==> src/rtl/decoder_pkg.sv <==
// Shared types and the select-decode function for the decoder pipeline.
package decoder_pkg;

    // Decode modes; MODE_RSVD decodes as one-hot but flags an error.
    typedef enum logic [1:0] {
        ONEHOT    = 2'd0,
        THERMO    = 2'd1,
        ONEHOT_N  = 2'd2,
        MODE_RSVD = 2'd3
    } mode_e;

    // Widest vector the decode function can produce; callers keep the low WIDTH bits.
    localparam int unsigned MAX_W = 64;

    // Returns {err, vec}. Bits of vec at or above 'width' are meaningless.
    function automatic logic [MAX_W:0] decode(input int unsigned sel,
                                              input logic        en,
                                              input mode_e       mode,
                                              input int unsigned width);
        logic [MAX_W-1:0] oh;
        logic [MAX_W-1:0] th;
        logic [MAX_W-1:0] vec;
        logic             err;
        logic             in_range;
        oh       = '0;
        th       = '0;
        in_range = (sel < width);
        for (int unsigned i = 0; i < MAX_W; i++) begin
            oh[i] = (sel == i);
            th[i] = (i <= sel);
        end
        // A reserved mode is always flagged; an out-of-range index only matters when enabled.
        err = (mode == MODE_RSVD) || (en && !in_range);
        if (!en || !in_range) begin
            vec = (mode == ONEHOT_N) ? '1 : '0;
        end else begin
            case (mode)
                THERMO:   vec = th;
                ONEHOT_N: vec = ~oh;
                default:  vec = oh;
            endcase
        end
        return {err, vec};
    endfunction

endpackage

==> src/rtl/decoder_if.sv <==
// Command-in / vector-out handshake bundle for decoder_pipe.
interface decoder_if #(
    parameter int SIZE  = 3,
    parameter int WIDTH = 1 << SIZE
);
    logic             in_valid;
    logic             in_ready;
    logic [SIZE-1:0]  in_sel;
    logic             in_en;
    logic [1:0]       in_mode;
    logic             out_valid;
    logic             out_ready;
    logic [WIDTH-1:0] out_vec;
    logic             out_err;

    // Command source / result consumer side.
    modport master (
        output in_valid, in_sel, in_en, in_mode, out_ready,
        input  in_ready, out_valid, out_vec, out_err
    );

    // Decoder side.
    modport slave (
        input  in_valid, in_sel, in_en, in_mode, out_ready,
        output in_ready, out_valid, out_vec, out_err
    );
endinterface

==> src/rtl/decoder_skid.sv <==
// Two-entry valid/ready buffer: a main output register plus one skid entry.
// in_ready comes straight from a flop, so it never sees out_ready combinationally.
module decoder_skid #(
    parameter int DW = 9
) (
    input  logic          clk,
    input  logic          rst_n,
    input  logic          in_valid_i,
    output logic          in_ready_o,
    input  logic [DW-1:0] in_data_i,
    output logic          out_valid_o,
    input  logic          out_ready_i,
    output logic [DW-1:0] out_data_o
);
    logic          main_valid_q, main_valid_d;
    logic [DW-1:0] main_data_q,  main_data_d;
    logic          skid_valid_q, skid_valid_d;
    logic [DW-1:0] skid_data_q,  skid_data_d;
    logic          accept;
    logic          drain;

    assign accept      = in_valid_i && !skid_valid_q;
    assign drain       = main_valid_q && out_ready_i;
    assign in_ready_o  = !skid_valid_q;
    assign out_valid_o = main_valid_q;
    assign out_data_o  = main_data_q;

    // Next-state: refill main from skid first (FIFO order), else from the input; overflow into skid.
    always_comb begin
        main_valid_d = main_valid_q;
        main_data_d  = main_data_q;
        skid_valid_d = skid_valid_q;
        skid_data_d  = skid_data_q;
        if (!main_valid_q || drain) begin
            if (skid_valid_q) begin
                main_valid_d = 1'b1;
                main_data_d  = skid_data_q;
                skid_valid_d = 1'b0;
            end else begin
                main_valid_d = accept;
                if (accept) begin
                    main_data_d = in_data_i;
                end
            end
        end else if (accept) begin
            skid_valid_d = 1'b1;
            skid_data_d  = in_data_i;
        end
    end

    // State registers; reset empties both entries and clears the visible payload.
    always_ff @(posedge clk or negedge rst_n) begin
        if (!rst_n) begin
            main_valid_q <= 1'b0;
            main_data_q  <= '0;
            skid_valid_q <= 1'b0;
            skid_data_q  <= '0;
        end else begin
            main_valid_q <= main_valid_d;
            main_data_q  <= main_data_d;
            skid_valid_q <= skid_valid_d;
            skid_data_q  <= skid_data_d;
        end
    end
endmodule

==> src/rtl/decoder_pipe.sv <==
// Registered, flow-controlled select decoder: combinational decode feeding a 2-entry skid buffer.
module decoder_pipe
    import decoder_pkg::*;
#(
    parameter int SIZE  = 3,
    parameter int WIDTH = 1 << SIZE
) (
    input  logic      clk,
    input  logic      rst_n,
    decoder_if.slave  bus
);
    logic [MAX_W:0]   dec_full;
    logic [WIDTH:0]   payload_in;
    logic [WIDTH:0]   payload_out;

    // Full-width index compare; sel is zero-extended, never truncated.
    assign dec_full   = decode(32'(bus.in_sel), bus.in_en, mode_e'(bus.in_mode), WIDTH);
    assign payload_in = {dec_full[MAX_W], dec_full[WIDTH-1:0]};

    // Decode bits above WIDTH are don't-care by construction.
    generate
        if (WIDTH < MAX_W) begin : g_spare
            logic unused_dec_bits;
            assign unused_dec_bits = ^dec_full[MAX_W-1:WIDTH];
        end
    endgenerate

    decoder_skid #(.DW(WIDTH + 1)) u_skid (
        .clk         (clk),
        .rst_n       (rst_n),
        .in_valid_i  (bus.in_valid),
        .in_ready_o  (bus.in_ready),
        .in_data_i   (payload_in),
        .out_valid_o (bus.out_valid),
        .out_ready_i (bus.out_ready),
        .out_data_o  (payload_out)
    );

    assign bus.out_err = payload_out[WIDTH];
    assign bus.out_vec = payload_out[WIDTH-1:0];
endmodule
==> src/flat_wrapper.sv <==
// flat-port wrapper written by rule: the top's interface ports become plain ports
module decoder_pipe_flat import decoder_pkg::*;
#(
    parameter int SIZE  = 3,
    parameter int WIDTH = 1 << SIZE
)
  (clk, rst_n, bus_in_valid, bus_in_sel, bus_in_en, bus_in_mode, bus_out_ready, bus_in_ready, bus_out_valid, bus_out_vec, bus_out_err);
  decoder_if #(.SIZE(SIZE), .WIDTH(WIDTH)) bus_i ();
  input  logic clk;
  input  logic rst_n;
  input wire logic [$bits(bus_i.in_valid)-1:0] bus_in_valid;
  input wire logic [$bits(bus_i.in_sel)-1:0] bus_in_sel;
  input wire logic [$bits(bus_i.in_en)-1:0] bus_in_en;
  input wire logic [$bits(bus_i.in_mode)-1:0] bus_in_mode;
  input wire logic [$bits(bus_i.out_ready)-1:0] bus_out_ready;
  output wire logic [$bits(bus_i.in_ready)-1:0] bus_in_ready;
  output wire logic [$bits(bus_i.out_valid)-1:0] bus_out_valid;
  output wire logic [$bits(bus_i.out_vec)-1:0] bus_out_vec;
  output wire logic [$bits(bus_i.out_err)-1:0] bus_out_err;
  assign bus_i.in_valid = bus_in_valid;
  assign bus_i.in_sel = bus_in_sel;
  assign bus_i.in_en = bus_in_en;
  assign bus_i.in_mode = bus_in_mode;
  assign bus_i.out_ready = bus_out_ready;
  assign bus_in_ready = bus_i.in_ready;
  assign bus_out_valid = bus_i.out_valid;
  assign bus_out_vec = bus_i.out_vec;
  assign bus_out_err = bus_i.out_err;
  decoder_pipe #(.SIZE(SIZE), .WIDTH(WIDTH)) u_core (.clk(clk), .rst_n(rst_n), .bus(bus_i));
endmodule
==> config.mk <==
export PLATFORM = sky130hd
export DESIGN_NAME = decoder_pipe_flat
export DESIGN_NICKNAME = d
export VERILOG_FILES = /design/src/rtl/decoder_pkg.sv /design/src/rtl/decoder_if.sv /design/src/rtl/decoder_skid.sv /design/src/rtl/decoder_pipe.sv /design/src/flat_wrapper.sv
export SDC_FILE = /design/constraint.sdc
export NUM_CORES = 1
export LEC_CHECK = 0
export ABC_AREA = 1
export CAP_MARGIN = 20
export CORE_MARGIN = 2
export CORE_UTILIZATION = 52
export DETAILED_ROUTE_END_ITERATION = 10
export GPL_TIMING_DRIVEN = 1
export PLACE_DENSITY = 0.75
export SLEW_MARGIN = 15
export SYNTH_ARGS = -nofsm -noshare
export SYNTH_HDL_FRONTEND = slang
export SYNTH_HIERARCHICAL = 1
export SYNTH_SLANG_ARGS = --single-unit
==> constraint.sdc <==
create_clock -name clk -period 2.06 [get_ports clk]
set_input_delay 0.412 -clock clk [delete_from_list [all_inputs] [get_ports clk]]
set_output_delay 0.412 -clock clk [all_outputs]
set_load 0.05 [all_outputs]
==> results.md, run 1 <==
- The tightest min-delay check is of the in -> async type.
- The maximum clock insertion buffer count is 2.
- The core area is 2450 sq um.
- Clock-pin slew was measured on the worst setup and hold paths at roughly 0.11 ns.
- The actual transition at the worst max-transition pin is approximately 0.51 ns.
- Setup repair after global routing left no endpoint under its margin.
- The die is approximately 55 um wide.
- The signal on the critical path passes through clkdlybuf4s50_1.
- Summed over all nets, the half-perimeter wirelength after detailed placement is 2130 um.
- The flow ran to the end, and the final reports show no timing, DRC or antenna violations.
- Data on the critical path arrives at its endpoint at between 1 and 1.5 ns.
- The clock tree root buffer cell is sky130_fd_sc_hd__clkbuf_4.
- The first-pass GRT wire length is about 4800 um.
- The worst setup path is launched from a flop.
- The critical path class is reg -> out.
- Together, buffers and inverters on the worst path number 1.
- The final estimated routing congestion in global placement is approximately 0.86.
- The effective utilization at floorplan is 0.542.
- The maximum fanout count along the critical path is 3.
- The total number of clock tree sinks is 20.
- Summing every instance area after synthesis gives 1330 sq um.
- The total power density per cell area is ~720 nW/um^2.
- CTS built an H-tree with a depth of 1.
- The tool flagged a number of max-cap violations equal to 0.
- The antenna violation net count after detailed routing is 0.
- The count of boundary I/O pins is 21.
- The design draws roughly 1.2 mW.
- The final layout contains routed wiring with a total length of roughly 2800 um.
- The violation count after the first detailed-routing iteration is 28.
- The number of distinct library cells after synthesis is 17.
- A synthesized cell averages around 6.7 sq um.
- The worst pin sits at a relative slew slack of 0.656.
- The count of endpoints failing hold in the final timing report is 0.
- The layout has 216 filler cells.
- The number of antenna diodes in the final layout is 0.
- The maximum clock frequency is ~530 MHz.
- The number of antenna violations at the first check in global routing is 0.
- After synthesis the netlist holds a flip-flop and latch count of 20.
- The total via count in the routed design is 1249.
- The required arrival time at the worst endpoint is roughly 1.7 ns.
- After clock tree synthesis, the setup repair step added 0 buffers.
- In this run the static leakage power is 0.893 nW.
- The worst hold slack is about 0.43 ns.
- The launching element of the worst setup path is u_core/u_skid/out_valid_o.
- The number of setup violations in the final report is 0.
- VDD sags by at most 657 uV.
- For this run, the total global-route usage over all layers was measured as 0.217.
- The synthesis-to-layout area growth is 20.3%.
- Grouping stages by cell kind, the critical path spends the most delay in buffers and inverters.
- The post-detailed-route DRC marker count is 0.
- The Yosys warning count is 6.
- In the final layout, the share of cells above drive strength 1 is 0.0905.
- The area of the die is slightly below 3000 sq um.
- Using the TritonRoute via totals, the vias-per-cell ratio works out to between 4 and 5.
- The startpoint of the worst register-to-register path is u_core/u_skid/skid_valid_q.
- The largest single stage delay on the critical path is roughly 0.80 ns.
- With fillers left out, the area of the finished cells amounts to ~1600 sq um.
- From bottom edge to top edge, the die measures ~55 um.
- The routed length per placed instance is ~11 um.
- The part of the Yosys area used for sequential elements is 0.376.
- The number of cells produced by synthesis is 199.
- Entering global routing, the biggest net connects 21 pins.
- The final clock skew is between 0.004 and 0.005 ns.
- The critical path's slowest cell is sky130_fd_sc_hd__clkdlybuf4s50_1.
- The setup slack on the worst flop-to-flop path is between 0.7 and 0.8 ns.
- The max-slew violation total from the final report was 0.
- The post-route clock period utilization is 0.921.
- The total number of placement rows is 18.
- The remaining global-route overflow is 0.
- The element type at the critical path end is a primary output.
- The number of nets in the synthesized netlist is 212.
- The via count of the first global-routing pass is approximately 1200.
- Buffers placed on the I/O ports in this run total 20.
- The cell area reported after detailed placement is 1560 sq um.
- The first detailed-routing pass took 4 iterations.
- The clock insertion delay at the later pin of the skew report is 0.30 ns.
- The net count reported at finish is between 200 and 250.
- The routed design could run at a clock period as short as between 1.5 and 2 ns.
- TritonCTS built the clock tree.
- The clock buffer count from CTS is 3.
placed cells by master (no fill, tap or decap), drive strengths merged:
cell	n
nand4	2
nand2	110
dfrtp	20
nand3	26
ha	3
clkbuf	4
buf	7
nor2	12
clkdlybuf4s50	19
o21ai	3
inv	14
or2	1
metal layers:
layer  vias up  global-route usage  share of wire
met3         0              0.0574          0.050
li1        660                   -              -
met5         -                   0              0
met1       559               0.267           0.45
met2        30               0.394           0.50
met4         0              0.0208              0
through the flow:
step | setup WS, ns | std cells | util | setup TNS (ns)
floorplan | 0.509 | 199 | - | 0
global route | 0.0455 | 251 | 0.652 | 0
global placement | -0.113 | 247 | 0.636 | -0.519
CTS | 0.137 | 251 | 0.651 | 0
finish | 0.162 | 251 | 0.652 | 0
detailed placement | -0.155 | 247 | 0.636 | -0.886
layout make-up:
cell class / instances / area [sq um] / area share
timing repair buffer: 26 / 255 / 0.160
multi-input combinational: 157 / 718 / 0.449
tap: 30 / 37.5 / 0.0235
clock buffer: 4 / 36.3 / 0.0227
sequential: 20 / 500 / 0.313
inverter: 14 / 52.6 / 0.0328
cell usage after synthesis:
library cell	count	area [sq um]
sky130_fd_sc_hd__buf_6	3	33.8
sky130_fd_sc_hd__or2_1	1	6.26
sky130_fd_sc_hd__inv_1	13	48.8
sky130_fd_sc_hd__nor2_2	1	6.26
sky130_fd_sc_hd__dfrtp_1	20	500
sky130_fd_sc_hd__nand3_1	26	130
sky130_fd_sc_hd__nand2_1	109	409
sky130_fd_sc_hd__nor2_8	1	20.0
sky130_fd_sc_hd__o21ai_0	3	15.0
sky130_fd_sc_hd__buf_4	1	7.51
sky130_fd_sc_hd__nand2_4	1	11.3
sky130_fd_sc_hd__ha_1	3	37.5
sky130_fd_sc_hd__inv_2	1	3.75
sky130_fd_sc_hd__buf_2	4	20.0
sky130_fd_sc_hd__nand4_1	2	12.5
sky130_fd_sc_hd__nor2_4	4	45.0
sky130_fd_sc_hd__nor2_1	6	22.5
final timing paths:
| check | end | depth (start not counted) |
|---|---|---|
| worst max-delay path | bus_out_valid | 1 |
| worst min-delay path | u_core/u_skid/out_data_o[4] | 2 |
| worst max register to register | u_core/u_skid/out_data_o[6] | 5 |
| worst min register to register | u_core/u_skid/skid_data_q[8] | 2 |
| max in group asynchronous | u_core/u_skid/out_data_o[1] | 2 |
| min in group clk | u_core/u_skid/skid_data_q[8] | 2 |
logic make-up (layout without fill, tap and decap cells):
| kind of cell | Yosys count | after routing | share of synthesized area |
|---|---|---|---|
| flops | 20 | 20 | 0.376 |
| fa+ha+maj | 3 | 3 | 0.0282 |
| compound gates | 3 | 3 | 0.0113 |
| buf+inv | 22 | 44 | 0.0856 |
| simple gates | 151 | 151 | 0.499 |
registers in the layout, indices dropped and copies added (netlist names):
register / flops
u_core/u_skid/out_valid_o: 1
u_core/u_skid/out_data_o: 9
u_core/u_skid/skid_data_q: 9
u_core/u_skid/skid_valid_q: 1
timing repair:
action | 4_1_cts | 5_1_grt
hold buffers | 0 | 0
gates resized for setup | 0 | 1
setup endpoints to repair | 0 | 1
where the power goes:
group | internal (mW) | switching [mW]
Clock | 0.108 | 0.116
Combinational | 0.148 | 0.289
Sequential | 0.455 | 0.0332
Total | 0.712 | 0.438
Note: power is estimated with default switching activity, not from simulation.
==> run 2: changes to the inputs <==
--- a/config.mk
+++ b/config.mk
@@ -10,8 +10,9 @@
 export CORE_MARGIN = 2
 export CORE_UTILIZATION = 52
 export DETAILED_ROUTE_END_ITERATION = 10
+export GPL_ROUTABILITY_DRIVEN = 0
 export GPL_TIMING_DRIVEN = 1
-export PLACE_DENSITY = 0.75
+export PLACE_DENSITY = 0.78
 export SLEW_MARGIN = 15
 export SYNTH_ARGS = -nofsm -noshare
 export SYNTH_HDL_FRONTEND = slang
==> run 2 against run 1 <==
Effect of this change:
- non-clock buffer count unchanged
- sequential cell count unchanged
- critical path type unchanged
- total power decreased by 0.33%
- sequential power about the same
- sequential share of layout area unchanged
- worst hold slack improved by 0.017 ns
- die area unchanged
- first-iteration DRC count increased by 54%
- largest cell class unchanged
- clock-buffer cell count unchanged
- via count increased by 4.2%
- core utilization unchanged
- largest power group unchanged
==> results.md, run 2 (synthesis results as in run 1) <==
- Run status: finished clean (unchanged).
- The element type at the critical path end was a primary output (unchanged).
- The count of boundary I/O pins was 21 (unchanged).
- The core area was 2450 sq um (unchanged).
- The effective utilization at floorplan is 0.542 (unchanged).
- Unrepaired setup endpoints after global routing: false (unchanged).
- The remaining global-route overflow is 0 (unchanged).
- The leakage power total is 0.893 nW (unchanged).
- The critical path class is reg -> out (unchanged).
- The clock buffer count from CTS is 3 (unchanged).
- The routed metal-1 wire length came to 1210 um (was 1280 um).
- The maximum clock frequency is 528 MHz (was 527 MHz).
- The count of endpoints failing hold in the final timing report is 0 (unchanged).
- The vias per cell is 5.19 (was 4.98).
- The maximum fanout count along the critical path is 3 (unchanged).
- The post-CTS setup repair buffer count is 0 (unchanged).
- The arrival time at the worst endpoint was 1.48 ns (was 1.49 ns).
- The type of origin of the critical path is a flop (unchanged).
- The first-pass GRT wire length is 4680 um (was 4760 um).
- The met3 wire length is 130 um (was 143 um).
- The actual transition at the worst max-transition pin was 0.492 ns (was 0.514 ns).
- The number of detailed-routing iterations run before antenna repair came to 4 (unchanged).
- The final clock skew came to 0.00350 ns (was 0.00490 ns).
- The half-perimeter wire length after detailed placement is 2180 um (was 2130 um).
- The path class of the lowest-slack min-delay path is in -> async (unchanged).
- The total number of H-tree levels was 1 (unchanged).
- The CTS clock-pin slew for the worst setup and hold paths is 0.10 ns (was 0.11 ns).
- The buffers plus inverters on the worst setup path came to 1 (unchanged).
- The final wirelength is 2850 um (about the same).
- The required arrival time at the worst endpoint is 1.65 ns (about the same).
- The vertical die dimension is 54.6 um (unchanged).
- The post-detailed-route DRC marker count is 0 (unchanged).
- The critical path's slowest cell is sky130_fd_sc_hd__clkdlybuf4s50_1 (unchanged).
- The post-route clock period utilization is 0.919 (was 0.921).
- The highest metal layer with signal wires was met4 (was met3).
- The total number of clock tree sinks is 20 (unchanged).
- The clock tree from TritonCTS is done (unchanged).
- Ordered list of cells on the worst path: clkdlybuf4s50_1 (unchanged).
- The via count of the first global-routing pass is 1156 (was 1161).
- The minimum clock period after layout came to 1.89 ns (was 1.90 ns).
- The area of the die is 2980 sq um (unchanged).
- The final setup slack of the worst path is 0.167 ns (was 0.162 ns).
- The number of antenna violations at the first check in global routing is 0 (unchanged).
- The family of cells with the greatest summed delay on the critical path is buffers and inverters (unchanged).
- The headroom to the max-slew limit is 0.671 (was 0.656).
- The antenna diode count is 0 (unchanged).
- The end-of-flow core utilization was 0.652 (unchanged).
- The total power density per cell area is 716 nW/um^2 (was 719 nW/um^2).
- The pin count of the biggest net entering global routing is 21 (unchanged).
- The most frequent standard cell in the layout excluding fill and tap cells is sky130_fd_sc_hd__nand2_1 (unchanged).
- Most frequent cells in the layout: sky130_fd_sc_hd__nand2_1, sky130_fd_sc_hd__nand3_1, sky130_fd_sc_hd__dfrtp_1 (unchanged).
- The synthesis-to-layout area growth is 20.3% (unchanged).
- The worst hold slack is 0.447 ns (was 0.430 ns).
- The clock insertion delay at the later pin of the skew report came to 0.29 ns (was 0.30 ns).
- The max-slew violation total from the final report came to 0 (unchanged).
- The maximum clock insertion buffer count is 2 (unchanged).
- The total number of placement rows was 18 (unchanged).
- The count of maximum capacitance violations is 0 (unchanged).
- The worst stage delay on the critical path is 0.81 ns (was 0.80 ns).
- The layout cell share with drive strength beyond 1 is 0.0905 (unchanged).
- The overall routing resource usage is 0.217 (about the same).
- The horizontal die dimension is 54.6 um (unchanged).
- The number of filler instances in the final layout is 229 (was 216).
- The setup TNS is 0 ns (unchanged).
- The post-placement setup slack is -0.146 ns (was -0.155 ns).
- The count of buffers from port buffering was 20 (unchanged).
- The number of hold buffers added after CTS is 0 (unchanged).
- The routed length per placed instance came to 11.4 um (was 11.3 um).
- The antenna violation net count after detailed routing was 0 (unchanged).
- The clock tree root buffer cell is sky130_fd_sc_hd__clkbuf_4 (unchanged).
- The number of setup violations in the final report is 0 (unchanged).
- The total via count in the routed design was 1302 (was 1249).
- The maximum vdd drop was 390 uV (was 657 uV).
- The detailed route wirelength on metal2 was 1470 um (was 1420 um).
- The violation count after the first detailed-routing iteration came to 43 (was 28).
- The net count reported at finish is 235 (unchanged).
## run 2: cell counts in the layout (fill, tap and decap cells not counted)
Identical to the previous run, type by type.
## run 2: path summary, 6_finish.rpt
path                                              start                            to  slack (ns)  cells past startpoint
max                           u_core/u_skid/out_valid_o                 bus_out_valid        0.17                      1
min in group clk           u_core/u_skid/skid_data_q[8]  u_core/u_skid/skid_data_q[8]        0.48                      2
min                                               rst_n   u_core/u_skid/out_data_o[4]        0.45                      2
min reg2reg                u_core/u_skid/skid_data_q[8]  u_core/u_skid/skid_data_q[8]        0.48                      2
max in group asynchronous                         rst_n  u_core/u_skid/skid_data_q[2]        1.41                      2
max reg2reg                  u_core/u_skid/skid_valid_q   u_core/u_skid/out_data_o[5]        0.78                      5
## run 2: metrics by stage
step	area [sq um]	total power, mW	cells
2_1_floorplan	1330	0.791	199
3_3_place_gp	1560	0.917	247
3_5_place_dp	1560	0.932	247
4_1_cts	1600	1.16	251
5_1_grt	1600	1.22	251
6_report	1600	1.15	251
## run 2: cell type report
cell class                 count  area, sq um  share of cell area
clock buffer                   4         36.3              0.0227
inverter                      14         52.6              0.0328
multi-input combinational    157          718               0.449
sequential                    20          500               0.313
tap                           30         37.5              0.0235
timing repair buffer          26          255               0.160
## run 2: worst register-to-register path, cell delays in order, from the launching register on
cell                      delay [ns]
sky130_fd_sc_hd__dfrtp_1        0.40
sky130_fd_sc_hd__inv_1          0.31
sky130_fd_sc_hd__nand2_1        0.09
sky130_fd_sc_hd__nand2_1        0.25
sky130_fd_sc_hd__nand2_1        0.11
sky130_fd_sc_hd__nand2_1        0.08
## run 2: power by group
part,internal [mW],switching (mW)
Sequential,0.455,0.0336
Clock,0.108,0.114
Combinational,0.149,0.287
## run 2: timing repair
item,CTS,global route
setup endpoints to repair,0,1
resized for setup,0,1
endpoints found under the hold margin,0,0
## run 2: routing by layer
metal  track usage  up-vias
li1              -      665
met1         0.233      580
met2         0.424       52
met3        0.0164        5
met4         0.100        0
met5             0        -
==> run 3: changes to the inputs <==
--- a/config.mk
+++ b/config.mk
@@ -8,11 +8,12 @@
 export ABC_AREA = 1
 export CAP_MARGIN = 20
 export CORE_MARGIN = 2
-export CORE_UTILIZATION = 52
+export CORE_UTILIZATION = 48
 export DETAILED_ROUTE_END_ITERATION = 10
 export GPL_ROUTABILITY_DRIVEN = 0
 export GPL_TIMING_DRIVEN = 1
-export PLACE_DENSITY = 0.78
+export HOLD_SLACK_MARGIN = 0.02
+export PLACE_DENSITY = 0.75
 export SLEW_MARGIN = 15
 export SYNTH_ARGS = -nofsm -noshare
 export SYNTH_HDL_FRONTEND = slang
==> constraint.sdc (replaced) <==
create_clock -name clk -period 1.5 [get_ports clk]
set_input_delay 0.3 -clock clk [delete_from_list [all_inputs] [get_ports clk]]
set_output_delay 0.3 -clock clk [all_outputs]
set_load 0.05 [all_outputs]
==> run 3 against run 2 <==
Effect of this change:
- via count fell by 0.15%
- register-to-register slack got worse by 0.46 ns
- core utilization up 3.1 points
- global-route usage is 2.4 points lower
- total power up 63%
- clock skew shrank 0.0012 ns
- critical path depth is 13 higher
- non-clock buffer count is 8 higher
- sequential cell count is the same
- critical endpoint is now u_core/u_skid/out_data_o[3]
- highest routed layer unchanged
==> results.md, run 3 (synthesis results as in run 1) <==
- The count of endpoints failing hold in the final timing report is 0 (unchanged).
- Most frequent cells in the layout: sky130_fd_sc_hd__nand2_1, sky130_fd_sc_hd__nand3_1, sky130_fd_sc_hd__dfrtp_1 (unchanged).
- The area of the die is 3210 sq um (was 2980 sq um).
- The filler-free cell count of the finished design is 260 (was 251).
- The clock insertion delay at the later pin of the skew report is 0.30 ns (was 0.29 ns).
- The clock buffer count from CTS came to 3 (unchanged).
- The post-detailed-route DRC marker count is 0 (unchanged).
- The sequential cell area in the final layout is 502 sq um (was 500 sq um).
- The antenna diode count was 0 (unchanged).
- Unrepaired setup endpoints after global routing: false (unchanged).
- The final clock skew is 0.00232 ns (was 0.00350 ns).
- The clock tree from TritonCTS is done (unchanged).
- The area of all placed cells without fillers is 1830 sq um (was 1600 sq um).
- The count of boundary I/O pins is 21 (unchanged).
- The half-perimeter wire length after detailed placement is 2240 um (was 2180 um).
- The number of setup violations in the final report was 0 (unchanged).
- The core area was 2690 sq um (was 2450 sq um).
- The path class of the lowest-slack min-delay path is in -> async (unchanged).
- The vertical die dimension is 56.6 um (was 54.6 um).
- The number of antenna violations at the first check in global routing is 0 (unchanged).
- The max-slew violation total from the final report was 0 (unchanged).
- The first-pass GRT wire length is 5010 um (was 4680 um).
- The required arrival time at the worst endpoint is 1.75 ns (was 1.65 ns).
- The total area of multi-input combinational cells is 758 sq um (was 718 sq um).
- The pin count of the biggest net entering global routing is 21 (unchanged).
- The via count of the first global-routing pass is 1238 (was 1156).
- The total power density per cell area is 1020 nW/um^2 (was 716 nW/um^2).
- Run status: finished clean (unchanged).
- The CTS clock-pin slew for the worst setup and hold paths is 0.12 ns (was 0.10 ns).
- The antenna violation net count after detailed routing is 0 (unchanged).
- The number of hold buffers added after CTS is 0 (unchanged).
- Static timing analysis puts the maximum clock frequency at between 700 and 800 MHz.
- The total number of H-tree levels is 1 (unchanged).
- The overall routing resource usage came to 0.194 (was 0.217).
- The maximum vdd drop is 837 uV (was 390 uV).
- Of the available clock period, the critical path in the final layout requires 0.936.
- The setup TNS is 0 ns (unchanged).
- The type of origin of the critical path was a primary input (was flop).
- The layout cell share with drive strength beyond 1 is 0.210 (was 0.0905).
- The number of cells in the design after placement came to 255 (was 247).
- The maximum fanout count along the critical path is 5 (was 3).
- The violation count after the first detailed-routing iteration is 44 (was 43).
- The net count reported at finish is 243 (was 235).
- The vias per cell is 5.00 (was 5.19).
- The arrival time at the worst endpoint is 1.65 ns (was 1.48 ns).
- The actual transition at the worst max-transition pin was 0.286 ns (was 0.492 ns).
- The effective utilization at floorplan is 0.495 (was 0.542).
- The number of detailed-routing iterations run before antenna repair is 4 (unchanged).
- The critical path class is in -> reg (was reg -> out).
- The routed length per placed instance is 11.3 um (was 11.4 um).
- The power after layout is 1.87 mW (was 1.15 mW).
- The element type at the critical path end is a flop (was primary output).
- The total number of placement rows was 19 (was 18).
- The cell area reported after detailed placement is 1730 sq um (was 1560 sq um).
- The total number of clock tree sinks is 20 (unchanged).
- The final wirelength came to 2930 um (was 2850 um).
- The count of buffers from port buffering is 20 (unchanged).
- The horizontal die dimension is 56.6 um (was 54.6 um).
- The maximum clock insertion buffer count is 2 (unchanged).
- The clock period could shrink to 1.40 ns.
- The total via count in the routed design came to 1300 (was 1302).
- The most frequent standard cell in the layout excluding fill and tap cells is sky130_fd_sc_hd__nand2_1 (unchanged).
- The number of filler instances in the final layout was 212 (was 229).
- The leakage power total came to 1.01 nW (was 0.893 nW).
- The remaining global-route overflow came to 0 (unchanged).
- The headroom to the max-slew limit is 0.810 (was 0.671).
- The count of maximum capacitance violations came to 0 (unchanged).
- The synthesis-to-layout area growth is 37.9% (was 20.3%).
- The clock tree root buffer cell is sky130_fd_sc_hd__clkbuf_4 (unchanged).
==> run 3: changes by cell type in the layout (fill, tap and decap cells not counted), sizes merged <==
cell           previous run  this run
buf                       7        25
clkbuf                    4         3
clkdlybuf4s50            19         5
bufinv                    0         1
dlymetal6s2s              0         2
dlygate4sd2               0         2
==> run 3: repair_timing <==
item | in CTS | in global routing
buffers inserted | 0 | 1
endpoints found under the setup margin | 17 | 7
pin swaps | 3 | 1
endpoints found under the hold margin | 0 | 0
resized for setup | 10 | 8
==> run 3: worst max-delay path, cell delays in order <==
cell and delay (ns):
sky130_fd_sc_hd__dlygate4sd2_1 0.27, sky130_fd_sc_hd__buf_4 0.15, sky130_fd_sc_hd__inv_2 0.05, sky130_fd_sc_hd__ha_4 0.14, sky130_fd_sc_hd__inv_1 0.07, sky130_fd_sc_hd__nor2_4 0.15
sky130_fd_sc_hd__nand3_1 0.08, sky130_fd_sc_hd__nand3_1 0.09, sky130_fd_sc_hd__nand2_1 0.05, sky130_fd_sc_hd__nand2_1 0.07, sky130_fd_sc_hd__nand2_1 0.06, sky130_fd_sc_hd__nand2_1 0.06
sky130_fd_sc_hd__nand2_1 0.05, sky130_fd_sc_hd__nand2_1 0.05
==> run 3: cell type report <==
type                    count  share of cell area
clock buffers               3              0.0123
clock inverters             1              0.0164
inverters                  14              0.0286
multi-input cells         157               0.413
flip-flops and latches     20               0.274
well taps                  31              0.0211
repair buffers             34               0.235
==> run 3: power breakdown <==
part | internal (mW) | switching, mW
logic | 0.322 | 0.402
clock network | 0.270 | 0.173
registers | 0.626 | 0.0725
==> run 3: metal layers <==
| layer | up-vias | GRT usage | share of wire |
|---|---|---|---|
| met1 | 581 | 0.236 | 0.44 |
| met3 | 4 | 0.0230 | 0.031 |
| met5 | - | 0 | 0 |
| li1 | 674 | - | - |
| met2 | 41 | 0.332 | 0.52 |
| met4 | 0 | 0.0986 | 0.0051 |
==> run 3: final timing paths <==
| path | endpoint | slack [ns] | depth (start not counted) | start |
|---|---|---|---|---|
| setup / recovery | u_core/u_skid/out_data_o[3] | 0.1 | 14 | bus_in_mode[1] |
| hold / removal | u_core/u_skid/out_data_o[7] | 0.32 | 2 | rst_n |
| setup reg to reg | u_core/u_skid/skid_data_q[4] | 0.32 | 5 | u_core/u_skid/skid_valid_q |
| hold reg to reg | u_core/u_skid/skid_data_q[1] | 0.49 | 2 | u_core/u_skid/skid_data_q[1] |
| max in group asynchronous | u_core/u_skid/skid_valid_q | 0.96 | 2 | rst_n |
| min in group clk | u_core/u_skid/skid_data_q[1] | 0.49 | 2 | u_core/u_skid/skid_data_q[1] |
==> run 3: stage by stage <==
| stage | hold slack (ns) | util | setup slack [ns] |
|---|---|---|---|
| 2_1_floorplan | 0.00441 | - | 0.0610 |
| 3_3_place_gp | 0.453 | 0.643 | -0.508 |
| 3_5_place_dp | 0.458 | 0.643 | -0.544 |
| 4_1_cts | 0.330 | 0.671 | 0.0274 |
| 5_1_grt | 0.342 | 0.683 | 0.00568 |
| 6_report | 0.319 | 0.683 | 0.0957 |
==> edit: new RTL, settings of run 2 <==
`SIZE` is set to 3 in 3 places; all go to 5.
--- a/src/rtl/decoder_if.sv
+++ b/src/rtl/decoder_if.sv
@@ -1,5 +1,5 @@
 // Command-in / vector-out handshake bundle for decoder_pipe.
 interface decoder_if #(
-    parameter int SIZE  = 3,
+    parameter int SIZE  = 5,
     parameter int WIDTH = 1 << SIZE
 );
--- a/src/rtl/decoder_pipe.sv
+++ b/src/rtl/decoder_pipe.sv
@@ -3,5 +3,5 @@
     import decoder_pkg::*;
 #(
-    parameter int SIZE  = 3,
+    parameter int SIZE  = 5,
     parameter int WIDTH = 1 << SIZE
 ) (
--- a/src/flat_wrapper.sv
+++ b/src/flat_wrapper.sv
@@ -2,5 +2,5 @@
 module decoder_pipe_flat import decoder_pkg::*;
 #(
-    parameter int SIZE  = 3,
+    parameter int SIZE  = 5,
     parameter int WIDTH = 1 << SIZE
 )
Interface: changed (resized bus_in_sel and bus_out_vec); port bits go from 21 to 47. No check against the original RTL was run, so the function may have changed too.
==> edit against run 2 <==
- setup slack worse by 92 ps
- register-to-register slack got worse by 250 ps
- utilization increased by 1.1 points
- routed wire length grew to 4.2 times the old value
- sequential cell count is 48 higher
- die area rose to 3.2 times the old value
- first-iteration DRC count grew to 13 times the old value
- power grew to 3.8 times the old value
- critical path type unchanged
- area after synthesis rose to 3.4 times the old value
- via count rose to 3.7 times the old value
- cell area rose to 3.4 times the old value
- sequential share of layout area fell by 0.34 points
- clock power rose to 5.6 times the old value
==> edit: results (changes against run 2) <==
The synthesis warning total came out at 6 (unchanged). The wire length of the first global-routing pass is 20.6 mm (+340%). The maximum fanout along the worst path is 2 (-1). The clock transition time at the flip-flop clock pins of the worst setup and hold paths is 80 ps (-20 ps). The library cell used as clock root buffer is clkbuf_8.

The share of async-settable or async-resettable flops after synthesis is 100% (unchanged). Counting instances in the post-synthesis netlist gives the leading cell types as nand2_1, nand3_1, dfrtp_1. The clock latency at the later pin of the worst-skew pair is 350 ps (+60 ps). The worst slack at placement came out at -440 ps (-294 ps).

The number of design-rule violations left by the first detailed-router iteration is 542 (+1200%). The placed wire-length estimate is 8.35 mm (+280%). The cell with the biggest individual delay on the critical path is clkdlybuf4s50_1. Grouping stages by cell kind, the critical path spends the most delay in buffers and inverters.

The number of nets in the layout came out at 780 (+230%). The endpoint arrival time on the critical path is 1570 ps (+90 ps). The H-tree level count is 3 (+2). The share of synthesized cell area in full adder, half adder and majority cells came out at 0.832% (-2.0 points).

For hold timing, the worst endpoint is u_core/u_skid/skid_data_q[22]. The number of nets produced by synthesis is 713 (+240%). The TritonCTS buffer count came to 9 (+6). The share of final-layout standard cells stronger than drive strength 1 came out at 13.0% (+3.9 points). The startpoint identified for the worst hold timing path is u_core/u_skid/skid_data_q[22]. The compound-cell area share of the yosys netlist came out at 3.00% (+1.9 points). The largest net degree at the start of global routing came out at 55 (+160%). The total vias in the final route came out at 4,814 (+270%). Sorting the synthesized cells by area gives the leading types as dfrtp_1, nand2_1, nand3_1.

The iteration count of the initial detailed-routing pass is 5 (+1). The worst register-to-register path ends at u_core/u_skid/skid_data_q[12]. The flow ran to the end, and the final reports show no timing, DRC or antenna violations. The number of cells on the worst hold path is 2.

The leakage power is 0.00308 uW (+240%). The worst reg-to-reg setup slack came out at 530 ps (-250 ps). The maximum VDD drop is 338 uV (-13%). The maximum cell stage delay along the critical path came out at 820 ps. The port buffer count came out at 46 (+130%). The final worst clock skew came out at 10.4 ps (+6.90 ps). The number of antenna violations at the first check in global routing is 0 (unchanged).

The worst hold slack came out at 474 ps (+27.0 ps). The global router's overall resource usage was 26.0% (+4.3 points). The path depth of the worst reg2reg path came out at 5 (unchanged).

The startpoint of the worst register-to-register path is u_core/u_skid/skid_valid_q. The share of synthesized area occupied by flip-flops and latches came out at 37.7% (+0.096 points). The number of library cell types mapped by synthesis is 23 (+6). The normalized max-slew margin is 65.7% (-1.5 points).

The via count of the first global-routing pass came to 4,469 (+290%). The tightest min-delay check is of the reg2reg type. The wire length after detailed routing is 12.0 mm (+320%). The proportion of synthesized area in mux cells is 0% (unchanged).
[edit: cell types whose count changed after synthesis, sizes merged, moves of 9 or more]
cell,before,now
buf,8,33
dfrtp,20,68
inv,14,23
nand2,110,408
nand3,26,84
nor2,12,39
o21ai,3,18
[edit: layout make-up]
class | count | area, um^2
fill | 721 | 2800
multi-input combinational | 566 | 2460
sequential | 68 | 1700
timing repair buffer | 97 | 895
tap | 105 | 131
clock buffer | 9 | 124
clock inverter | 7 | 98.8
inverter | 23 | 92.6
[edit: cells by family (layout without fill, tap and decap cells)]
kind of cell | after synthesis | after routing
AND/OR/NAND/NOR | 537 | 537
flip-flops | 68 | 68
buffers and inverters | 64 | 136
AO/OA/AOI/OAI | 26 | 26
adder cells (fa/ha/maj) | 3 | 3
[edit: what timing repair did]
item / CTS / global route
hold buffers: 1 / 0
gates resized for setup: 2 / 9
setup endpoints to repair: 4 / 16
hold endpoints to repair: 14 / 0
pin swaps: 0 / 6
[edit: worst max path at each step]
stage / start / end / slack, ps / cells after the start
3_5_place_dp: bus_in_mode[0] / u_core/u_skid/out_data_o[23] / -440 / 14
6_report: u_core/u_skid/out_data_o[23] / bus_out_vec[23] / 80 / 1
3_3_place_gp: bus_in_mode[0] / u_core/u_skid/out_data_o[23] / -370 / 14
5_1_grt: bus_in_mode[1] / u_core/u_skid/out_data_o[15] / -10 / 13
2_1_floorplan: bus_in_mode[0] / u_core/u_skid/out_data_o[11] / 250 / 13
4_1_cts: bus_in_mode[0] / u_core/u_skid/out_data_o[22] / 30 / 13
[edit: where the power goes]
group / total [uW] / internal [uW] / switching, uW
logic: 1490 / 491 / 1000
registers: 1680 / 1550 / 121
clock network: 1240 / 687 / 550
total: 4410 / 2730 / 1670
[edit: routing by layer]
metal  share of wire [%]  routed length, um  vias to the layer above  global-route usage, %
li1                    -                  -                     2310                      -
met1                  43               5100                     2211                   35.1
met2                  46               5490                      247                   40.9
met3                 8.4               1010                       46                   4.68
met4                 3.3                402                        0                   11.8
met5                   0                  0                        -                      0
[edit: metrics by stage]
step / power, uW / utilization (%) / instance area (um^2) / TNS, ps / cells
2_1_floorplan: 2700 / - / 4510 / 0 / 698
3_3_place_gp: 3140 / 62.9 / 5220 / -13280 / 858
3_5_place_dp: 3170 / 62.9 / 5220 / -16350 / 858
4_1_cts: 4420 / 65.8 / 5460 / 0 / 875
5_1_grt: 4640 / 66.3 / 5500 / -14.5 / 875
6_report: 4410 / 66.3 / 5500 / 0 / 875
